==> src/rtl/mano_io_pkg.sv <==
// Shared types for the Mano-style I/O registers: character type, keyboard handshake states.
package mano_io_pkg;
   typedef logic [7:0] char_t;
   typedef enum logic {KBD_IDLE, KBD_ACK} kbd_state_e;
   localparam char_t CHAR_NONE = 8'h00;
endpackage

==> src/rtl/io_sync_fifo.sv <==
// Single-clock character FIFO; push/pop must already be qualified by the caller.
// The occupancy counter is the only full/empty source; the head reads CHAR_NONE when empty.
module io_sync_fifo
   import mano_io_pkg::*;
#(
   parameter int DEPTH = 4
) (
   input  logic                     clock,
   input  logic                     reset,
   input  logic                     push,
   input  logic                     pop,
   input  logic [7:0]               data_in,
   output logic [7:0]               head_out,
   output logic [$clog2(DEPTH):0]   count_out
);
   localparam int AW = $clog2(DEPTH);

   logic [7:0]    mem [DEPTH];
   logic [AW-1:0] wr_ptr;
   logic [AW-1:0] rd_ptr;

   // Storage carries no reset; stale entries are hidden by the count gate on the head.
   always_ff @(posedge clock) begin
      if (push)
         mem[wr_ptr] <= data_in;
   end

   always_ff @(posedge clock) begin
      if (reset) begin
         wr_ptr    <= '0;
         rd_ptr    <= '0;
         count_out <= '0;
      end else begin
         if (push)
            wr_ptr <= wr_ptr + 1'b1;
         if (pop)
            rd_ptr <= rd_ptr + 1'b1;
         case ({push, pop})
            2'b10:   count_out <= count_out + 1'b1;
            2'b01:   count_out <= count_out - 1'b1;
            default: count_out <= count_out;
         endcase
      end
   end

   assign head_out = (count_out != '0) ? mem[rd_ptr] : CHAR_NONE;
endmodule

==> src/rtl/input_port.sv <==
// Keyboard input register (INPR/FGI) with a 4-phase load/ack handshake feeding a FIFO.
// Define INPUT_IRQ_EN to add the ien_in/irq_out interrupt register.
module input_port
   import mano_io_pkg::*;
#(
   parameter int DEPTH = 4
) (
   input  logic                     clock,
   input  logic                     reset,
   input  logic [7:0]               data_in,
   input  logic                     load_in,
   output logic                     ack_out,
   output logic [7:0]               inpr_out,
   output logic                     fgi_out,
   input  logic                     clear_fgi_in,
   output logic [$clog2(DEPTH):0]   count_out
`ifdef INPUT_IRQ_EN
   ,
   input  logic                     ien_in,
   output logic                     irq_out
`endif
);
   localparam int CW = $clog2(DEPTH) + 1;

   kbd_state_e state;
   logic       full;
   logic       push;
   logic       pop;

   assign full    = (count_out == CW'(DEPTH));
   assign fgi_out = (count_out != '0);
   // Only IDLE may push, so a held load_in is taken exactly once.
   assign push    = (state == KBD_IDLE) && load_in && !full;
   assign pop     = clear_fgi_in && fgi_out;

   io_sync_fifo #(.DEPTH(DEPTH)) u_fifo (
      .clock     (clock),
      .reset     (reset),
      .push      (push),
      .pop       (pop),
      .data_in   (data_in),
      .head_out  (inpr_out),
      .count_out (count_out)
   );

   // ACK is held while full so the keyboard sees busy until a slot frees up.
   always_ff @(posedge clock) begin
      if (reset) begin
         state   <= KBD_IDLE;
         ack_out <= 1'b0;
      end else begin
         case (state)
            KBD_IDLE: if (push) begin
               state   <= KBD_ACK;
               ack_out <= 1'b1;
            end
            KBD_ACK: if (!load_in && !full) begin
               state   <= KBD_IDLE;
               ack_out <= 1'b0;
            end
            default: begin
               state   <= KBD_IDLE;
               ack_out <= 1'b0;
            end
         endcase
      end
   end

`ifdef INPUT_IRQ_EN
   always_ff @(posedge clock) begin
      if (reset)
         irq_out <= 1'b0;
      else
         irq_out <= fgi_out & ien_in;
   end
`endif
endmodule

==> config.mk <==
export PLATFORM = sky130hd
export DESIGN_NAME = input_port
export DESIGN_NICKNAME = d
export VERILOG_FILES = /design/src/rtl/mano_io_pkg.sv /design/src/rtl/io_sync_fifo.sv /design/src/rtl/input_port.sv
export SDC_FILE = /design/constraint.sdc
export NUM_CORES = 1
export LEC_CHECK = 0
export CAP_MARGIN = 20
export CORE_MARGIN = 2
export CORE_UTILIZATION = 50
export DETAILED_ROUTE_END_ITERATION = 10
export PLACE_DENSITY = 0.73
export REMOVE_ABC_BUFFERS = 1
export SYNTH_ARGS = -nofsm -noshare
export SYNTH_HDL_FRONTEND = slang
export SYNTH_SLANG_ARGS = --single-unit
==> constraint.sdc <==
create_clock -name clock -period 2.77 [get_ports clock]
set_input_delay 0.6925 -clock clock [delete_from_list [all_inputs] [get_ports clock]]
set_output_delay 0.6925 -clock clock [all_outputs]
set_load 0.02 [all_outputs]
== Yosys cells after proc, flatten, opt, wreduce, memory -nomap -nowiden ==
Memories as Yosys holds them, arrays and structs flattened. A register that Yosys moved wholly into a read port is not among the register bits.
Index checks and enable logic that the tools add are counted.
Storage, ports and cells
  memory bits (writable): 32
  logic and storage cells: 36
  bits in registers: 9
  output and inout port bits: 13
  input bits: 12
  memories kept: 1
Memory list
  u_fifo.mem: depth 4, width 8, read ports 1, clocked after memory_dff 1, wr ports 1, line io_sync_fifo.sv:18  | logic [7:0] mem [DEPTH];
Cells by class
  equal/unequal tests: 5
  reduce and logical (&&, ||, !) cells: 9
  add/sub/neg operators: 4
  bitwise logic cells: 1
  multiplexer cells: 11
Operator list (count)
  $mux W8: 1
  $pmux W3 S2: 1
  $mux W1: 5
  $add A2 B1 Y2 const B: 2
  $logic_and A1 B1 Y1: 4
  $mux W2: 2
  $ne A2 B1 Y1 const B: 2
  $pmux W1 S2: 2
  $add A3 B1 Y3 const B: 1
  $eq A3 B3 Y1 const B: 1
  $reduce_bool A3 Y1: 1
  $sub A3 B1 Y3 const B: 1
  $eq A2 B1 Y1 const B: 1
  $eq A2 B2 Y1 const B: 1
  $logic_not A1 Y1: 2
  $reduce_and A2 Y1: 1
  $reduce_bool A2 Y1: 1
  $not A1 Y1: 1

== Logic depth before layout (Yosys ltp) ==
Gate-level depths: netlist of run 1.
  word-level depth: 5
  depth in mapped cells: 9
  mapped depth without buffers: 8

== Modules after synthesis ==
Synthesis of run 1 repeated with hierarchy kept, for this count alone.
Second synthesis, totals
  cells, all modules: 109
  area, all modules: 1767.9 um^2
Modules (own cells, without submodules)
  io_sync_fifo: seq. area each 1141.1 um^2, instances 1, cells each 96, area each 1639.1 um^2
  input_port: seq. area each 40.0 um^2, instances 1, cells each 13, area each 128.9 um^2

== Least setup slack after synthesis of run 1 ==
Ideal clock, no wire load.
  path type: reg2reg
  from: register u_fifo.count_out[2]
  to: register u_fifo.count_out[2]
  period minus slack after synthesis: 2399 ps
  required time: 2699 ps
  slack: 371 ps
  setup time: 71 ps
  buffers on the path: 1
  arrival: 2328 ps
  stages on the path, launching flop included: 10
  path through: dfxtp_1 or3b_1 buf_2 nand2_2 ha_1 inv_1 fa_1 xor2_1 or3_2 a21oi_1
Between the ends
  cells in the longest elaborated chain, start to end: 5
  elaborated cells between the ends (all ways): 11
  those cells by class: 2 x add/sub; 3 x eq/ne; 1 x mux; 5 x reduce/logical
Ends and longest elaborated chain
  start, declared: line io_sync_fifo.sv:14  | output logic [$clog2(DEPTH):0] count_out
  start signal, assigned: line io_sync_fifo.sv:39  | 2'b10: count_out <= count_out + 1'b1;
  start signal, assigned: line io_sync_fifo.sv:40  | 2'b01: count_out <= count_out - 1'b1;
  start signal, assigned: line io_sync_fifo.sv:41  | default: count_out <= count_out;
  $eq A3 B3 Y1: line input_port.sv:30  | assign full = (count_out == CW'(DEPTH));
  $logic_not A1 Y1: line input_port.sv:33  | assign push = (state == KBD_IDLE) && load_in && !full;
  $logic_and A1 B1 Y1: line input_port.sv:33
  $eq A2 B1 Y1 or $eq A2 B2 Y1 (tied branches): line io_sync_fifo.sv:38  | case ({push, pop})
  $pmux W3 S2 or $reduce_bool A2 Y1 (tied branches)
Parallel ways exist; a longest one is shown, timed or not.
A chain may end at the register's enable or synchronous reset.

==> results of run 1 <==
## stage by stage
| stage | instance area (um^2) | setup WS (ps) |
|---|---|---|
| 2_1_floorplan | 1755 | 393.9 |
| 3_3_place_gp | 2091 | 86.49 |
| 3_5_place_dp | 2091 | -14.70 |
| 4_1_cts | 2135 | 175.2 |
| 5_1_grt | 2135 | 111.9 |
| 6_report | 2135 | 224.5 |
## final cells by class
cell class | count | area share [%]
clock buffer | 6 | 1.934
tap | 46 | 2.696
multi-input combinational | 59 | 25.50
clock inverter | 2 | 0.5862
timing repair buffer | 29 | 12.54
inverter | 8 | 1.407
sequential | 43 | 55.33
## routing by layer
layer	GRT usage (%)	wire length [um]	share of wire (%)	vias up
met5	0	0	0	-
met4	6.522	41	1.4	0
met3	5.000	109	3.7	5
met2	30.39	1527	52	19
met1	19.61	1254	43	484
li1	-	-	-	483
## power groups by stage
| stage | Sequential (uW) | Combinational [uW] | Clock, uW |
|---|---|---|---|
| floorplan | 882 | 438 | 0 |
| CTS | 836 | 777 | 297 |
| global placement | 844 | 800 | 0 |
| detailed placement | 851 | 821 | 0 |
| finish | 836 | 760 | 284 |
| global route | 850 | 838 | 323 |
## worst max-delay path, cell delays in order (launching register included)
cell and delay, ps:
dfxtp_1 340, buf_4 210, mux4_2 500, nor2b_1 150, dlygate4sd2_1 320
## sequential cells by signal, summed over array words and instances, names as in the netlist, named ones only
signal / flops
ack_out: 1
u_fifo.count_out: 3
u_fifo.mem: 32
u_fifo.rd_ptr: 2
u_fifo.wr_ptr: 2
## logic make-up (layout without fill, tap and decap cells)
family | after synthesis | after routing | share of synthesized area [%]
DFF | 43 | 43 | 66.48
and+or+nand+nor | 30 | 30 | 9.578
buffers and inverters | 13 | 45 | 2.887
AOI/OAI and AO/OA | 10 | 10 | 3.380
muxes | 10 | 10 | 11.55
adders and majority gates | 6 | 6 | 4.648
xor gates and xnor gates | 3 | 3 | 1.479
## what timing repair did
action | CTS | global route
gates resized for setup | 8 | 0
hold buffers | 0 | 0
setup endpoints to repair | 8 | 0
endpoints found under the hold margin | 0 | 0
## how the worst min path moves through the flow
stage,start,to,slack [ps]
floorplan,u_fifo.rd_ptr[1]$_SDFFE_PP0P_,register,450
global placement,u_fifo.rd_ptr[1]$_SDFFE_PP0P_,u_fifo.rd_ptr[1]$_SDFFE_PP0P_,470
detailed placement,ack_out$_SDFFE_PP0P_,ack_out$_SDFFE_PP0P_,490
CTS,ack_out$_SDFFE_PP0P_,ack_out$_SDFFE_PP0P_,510
global route,ack_out$_SDFFE_PP0P_,ack_out$_SDFFE_PP0P_,550
finish,ack_out$_SDFFE_PP0P_,ack_out$_SDFFE_PP0P_,500
## Yosys cell counts, types with 2 or more instances
master	number	area [um^2]
xor2_1	3	26.28
nor2b_1	9	56.30
edfxtp_1	32	960.9
inv_1	8	30.03
mux4_2	8	180.2
o21ai_0	3	15.01
dfxtp_1	11	220.2
clkbuf_1	3	11.26
nand2_1	2	7.510
ha_1	5	62.56
buf_2	2	10.01
and3_2	4	30.03
a21oi_1	3	15.01
nor2_1	8	30.03
==> results.toml, run 1 <==
[run_status]
status = "complete, no violations"

[route]
drt-total-wl_mm = 2.933
wl_per_cell_um = 15.20
first_iter_violations = 21
num_vias = 991
drc = 0
ant_nets = 0
vias_per_cell = 5.135
first_pass_iters = 4

[synthesis]
ys_warn_count = 0
async_reset_ff_share_pct = 0
synth.cell_area_mm2 = 0.001777
ys_ff_latch = 43
synthFlopType = "edfxtp_1"
syn_avg_cell_area_um2 = 15.45
synth_cells = 115
synth_edf_count = 32
synth_cell_types = 28
synth-seq-area-share_pct = 66.48

[floorplanning]
start_util_pct = 52.83
core_mm2 = 0.003363
die_area_mm2 = 0.004046
die_y_um = 63.61
rows = 21
die_width_um = 63.61
pin_count = 25

[sta]
finalMaxSlewViolations = 0
worst_pin_slew_ps = 427.8
maxSlewHeadroom_pct = 71.44
setup_tns_ps = 0
max_freq_ghz = 0.3929
rsz0062_at_grt = "no"
hold_viol = 0
clock_skew_ps = 7.276
post-route-period-util_pct = 91.89
setup_viol = 0
hold_slack_ps = 501.1
period_needed_ps = 2545

[setup_path]
cp-endpoint = "inpr_out[7]"
cp_max_fo = 8
worstPathRequired_ps = 2080
startpoint_type = "register"
endpoint_kind = "output port"
crit_arrival_ps = 1850
criticalPathCategory = "reg -> out"
reg2reg_slack_ps = 320
rr_worst_depth = 8
rr_endpoint = "u_fifo.count_out[2]$_SDFFE_PP0P_"
rr_startpoint = "u_fifo.count_out[2]$_SDFFE_PP0P_"

[pwr]
power_frac_comb_pct = 40.4
vdd_drop_max_uv = 388.1
p_sw_uw = 649.5
p_total_uw = 1880
switching_share_pct = 34.54
p_int_uw = 1231
seqPwrFrac_pct = 44.5
p_leak_uw = 0.0007700
powerDensity_mw_per_mm2 = 880.8
clockPowerShare_pct = 15.1

[grt]
grt_antenna_before_repair = 0
grt_use_total_pct = 17.20
grt_max_degree = 14
first_global_vias = 1064
grt_overflow_total = 0
grt_pass1_wl_mm = 5.057

[clock_tree]
cts.path.max_buffers = 2
cts_buffers = 5
cts_max_level = 2
root_buffer = "clkbuf_4"
post_cts_buffers = 0
clk_pin_slew_ps = 120
cts_sinks = 43
insertion_delay_ps = 340
cts_tree = "built"

[hold_path]
hold_depth = 2
hold_path.class = "reg -> reg"

[cells_and_area]
num_antenna_cells = 0
multi_input_area_um2 = 544.3
nFillCells = 283
fin_util_pct = 63.47
final_common_cell = "edfxtp_1"
fin_cells = 193
fin_nets = 164
final_cell_mix = "edfxtp_1 (32), clkdlybuf4s50_1 (16), dfxtp_1 (11)"
synthToLayoutAreaGrowth_pct = 20.14
register_area_mm2 = 0.001181
drive_gt1_share_pct = 19.05

[place]
dp_hpwl_mm = 2.031
port_buffers = 24
dp.cells = 185
gp_congestion = 0.7132

[run]
cap_violations = 0
Power figures use the tool's default switching activity.
==> run 2: changes to the inputs <==
Settings changed: CTS_BUF_LIST set to sky130_fd_sc_hd__clkbuf_4 sky130_fd_sc_hd__clkbuf_8 sky130_fd_sc_hd__clkbuf_16.
==> run 2 against run 1 <==
Combinational power about the same. Register-to-register slack about the same. Cell count unchanged. Clock-buffer cell count unchanged. Non-clock buffer count unchanged. Routed wire length down 0.34%. Critical path type unchanged. Critical endpoint unchanged. Largest power group unchanged.
==> results.toml, run 2 (synthesis gave the netlist of run 1 again) <==
[grt]
first_global_vias = 1064
grt_pass1_wl_mm = 5.057
grt_overflow_total = 0
grt_max_degree = 14
grt_use_total_pct = 17.20
grt_antenna_before_repair = 0

[cells_and_area]
synthToLayoutAreaGrowth_pct = 20.35
drive_gt1_share_pct = 19.73
largest-register = "u_fifo.mem"
fin_nets = 164
multi_input_area_um2 = 544.3
num_antenna_cells = 0
register_area_mm2 = 0.001181
largest_reg_flops = 32
nFillCells = 281
top_regs = "u_fifo.mem: 32 flops, u_fifo.count_out: 3 flops"
final_cell_mix = "edfxtp_1 (32), clkdlybuf4s50_1 (16), dfxtp_1 (11)"
fin_area_mm2 = 0.002138
final_common_cell = "edfxtp_1"

[route]
first_iter_violations = 21
drc = 0
vias_per_cell = 5.155
ant_nets = 0
wl_per_cell_um = 15.15
num_vias = 995
first_pass_iters = 4
drt-total-wl_mm = 2.923

[setup_path]
criticalPathCategory = "reg -> out"
crit_arrival_ps = 1850
cp_max_fo = 8
startpoint_type = "register"
worstPathRequired_ps = 2080
endpoint_kind = "output port"

[sta]
max_freq_ghz = 0.3928
setup_viol = 0
hold_viol = 0
maxSlewHeadroom_pct = 71.44
worst_pin_slew_ps = 427.8
clock_skew_ps = 7.313
period_needed_ps = 2546
finalMaxSlewViolations = 0
post-route-period-util_pct = 91.91
rsz0062_at_grt = "no"

[floorplanning]
die_y_um = 63.61
pin_count = 25
start_util_pct = 52.83
die_width_um = 63.61
core_mm2 = 0.003363
rows = 21
die_area_mm2 = 0.004046

[place]
dp_hpwl_mm = 2.031
placedInstanceArea_mm2 = 0.002091
gp_congestion = 0.7132
port_buffers = 24

[clock_tree]
cts_buffers = 5
clk_pin_slew_ps = 120
cts_tree = "built"
post_cts_buffers = 0
cts.path.max_buffers = 2
cts_max_level = 2
root_buffer = "clkbuf_4"
cts_hold_buf = 0
cts_sinks = 43
insertion_delay_ps = 340

[pwr]
powerDensity_mw_per_mm2 = 883.3
vdd_drop_max_uv = 384.1
p_total_uw = 1889
p_leak_uw = 0.0007734

[run_status]
status = "complete, no violations"

[hold_path]
hold_path.class = "reg -> reg"

[run]
cap_violations = 0
[run 2: worst max-delay path, cell delays in order (launching register included)]
cell and delay (ps):
dfxtp_1 340, buf_4 210, mux4_2 500, nor2b_1 150, dlygate4sd2_1 320
[run 2: layer usage]
metal / wire [um] / GRT usage, % / vias to the layer above
met4: 41 / 6.522 / 0
met5: 0 / 0 / -
li1: - / - / 484
met3: 106 / 5.000 / 5
met1: 1243 / 19.61 / 489
met2: 1531 / 30.39 / 17
[run 2: path summary, 6_finish.rpt]
path                                      end  slack [ps]                        startpoint  depth (start not counted)
min reg2reg              ack_out$_SDFFE_PP0P_         500              ack_out$_SDFFE_PP0P_                          2
min                      ack_out$_SDFFE_PP0P_         500              ack_out$_SDFFE_PP0P_                          2
max                               inpr_out[7]         220                          register                          4
max reg2reg  u_fifo.count_out[2]$_SDFFE_PP0P_         320  u_fifo.count_out[2]$_SDFFE_PP0P_                          8
[run 2: metrics by stage]
| step | utilization (%) | hold slack [ps] | setup TNS, ps | instances | setup WS [ps] |
|---|---|---|---|---|---|
| final | 63.58 | 501.1 | 0 | 193 | 224.1 |
| after global routing | 63.58 | 550.6 | 0 | 193 | 111.9 |
| after CTS | 63.58 | 505.4 | 0 | 193 | 175.2 |
| after detailed placement | 62.17 | 488.5 | -14.70 | 185 | -14.70 |
| after global placement | 62.17 | 473.7 | 0 | 185 | 86.49 |
| after floorplan | - | 451.6 | 0 | 110 | 393.9 |
[run 2: report_power, final]
| group | switching (uW) | internal [uW] | leakage (uW) |
|---|---|---|---|
| Clock | 184 | 108 | 0.0000317 |
| Combinational | 403 | 357 | 0.000359 |
| Sequential | 60.8 | 775 | 0.000382 |
[run 2: area by class of cell]
type	instances	area share (%)
repair buffers	29	12.52
inverters	8	1.404
well taps	46	2.692
clock inverters	2	0.5851
flip-flops and latches	43	55.24
clock buffers	6	2.106
multi-input cells	59	25.45
[run 2: repair_timing]
item | in CTS | in global routing
setup endpoints to repair | 8 | 0
resized for setup | 8 | 0
hold endpoints to repair | 0 | 0
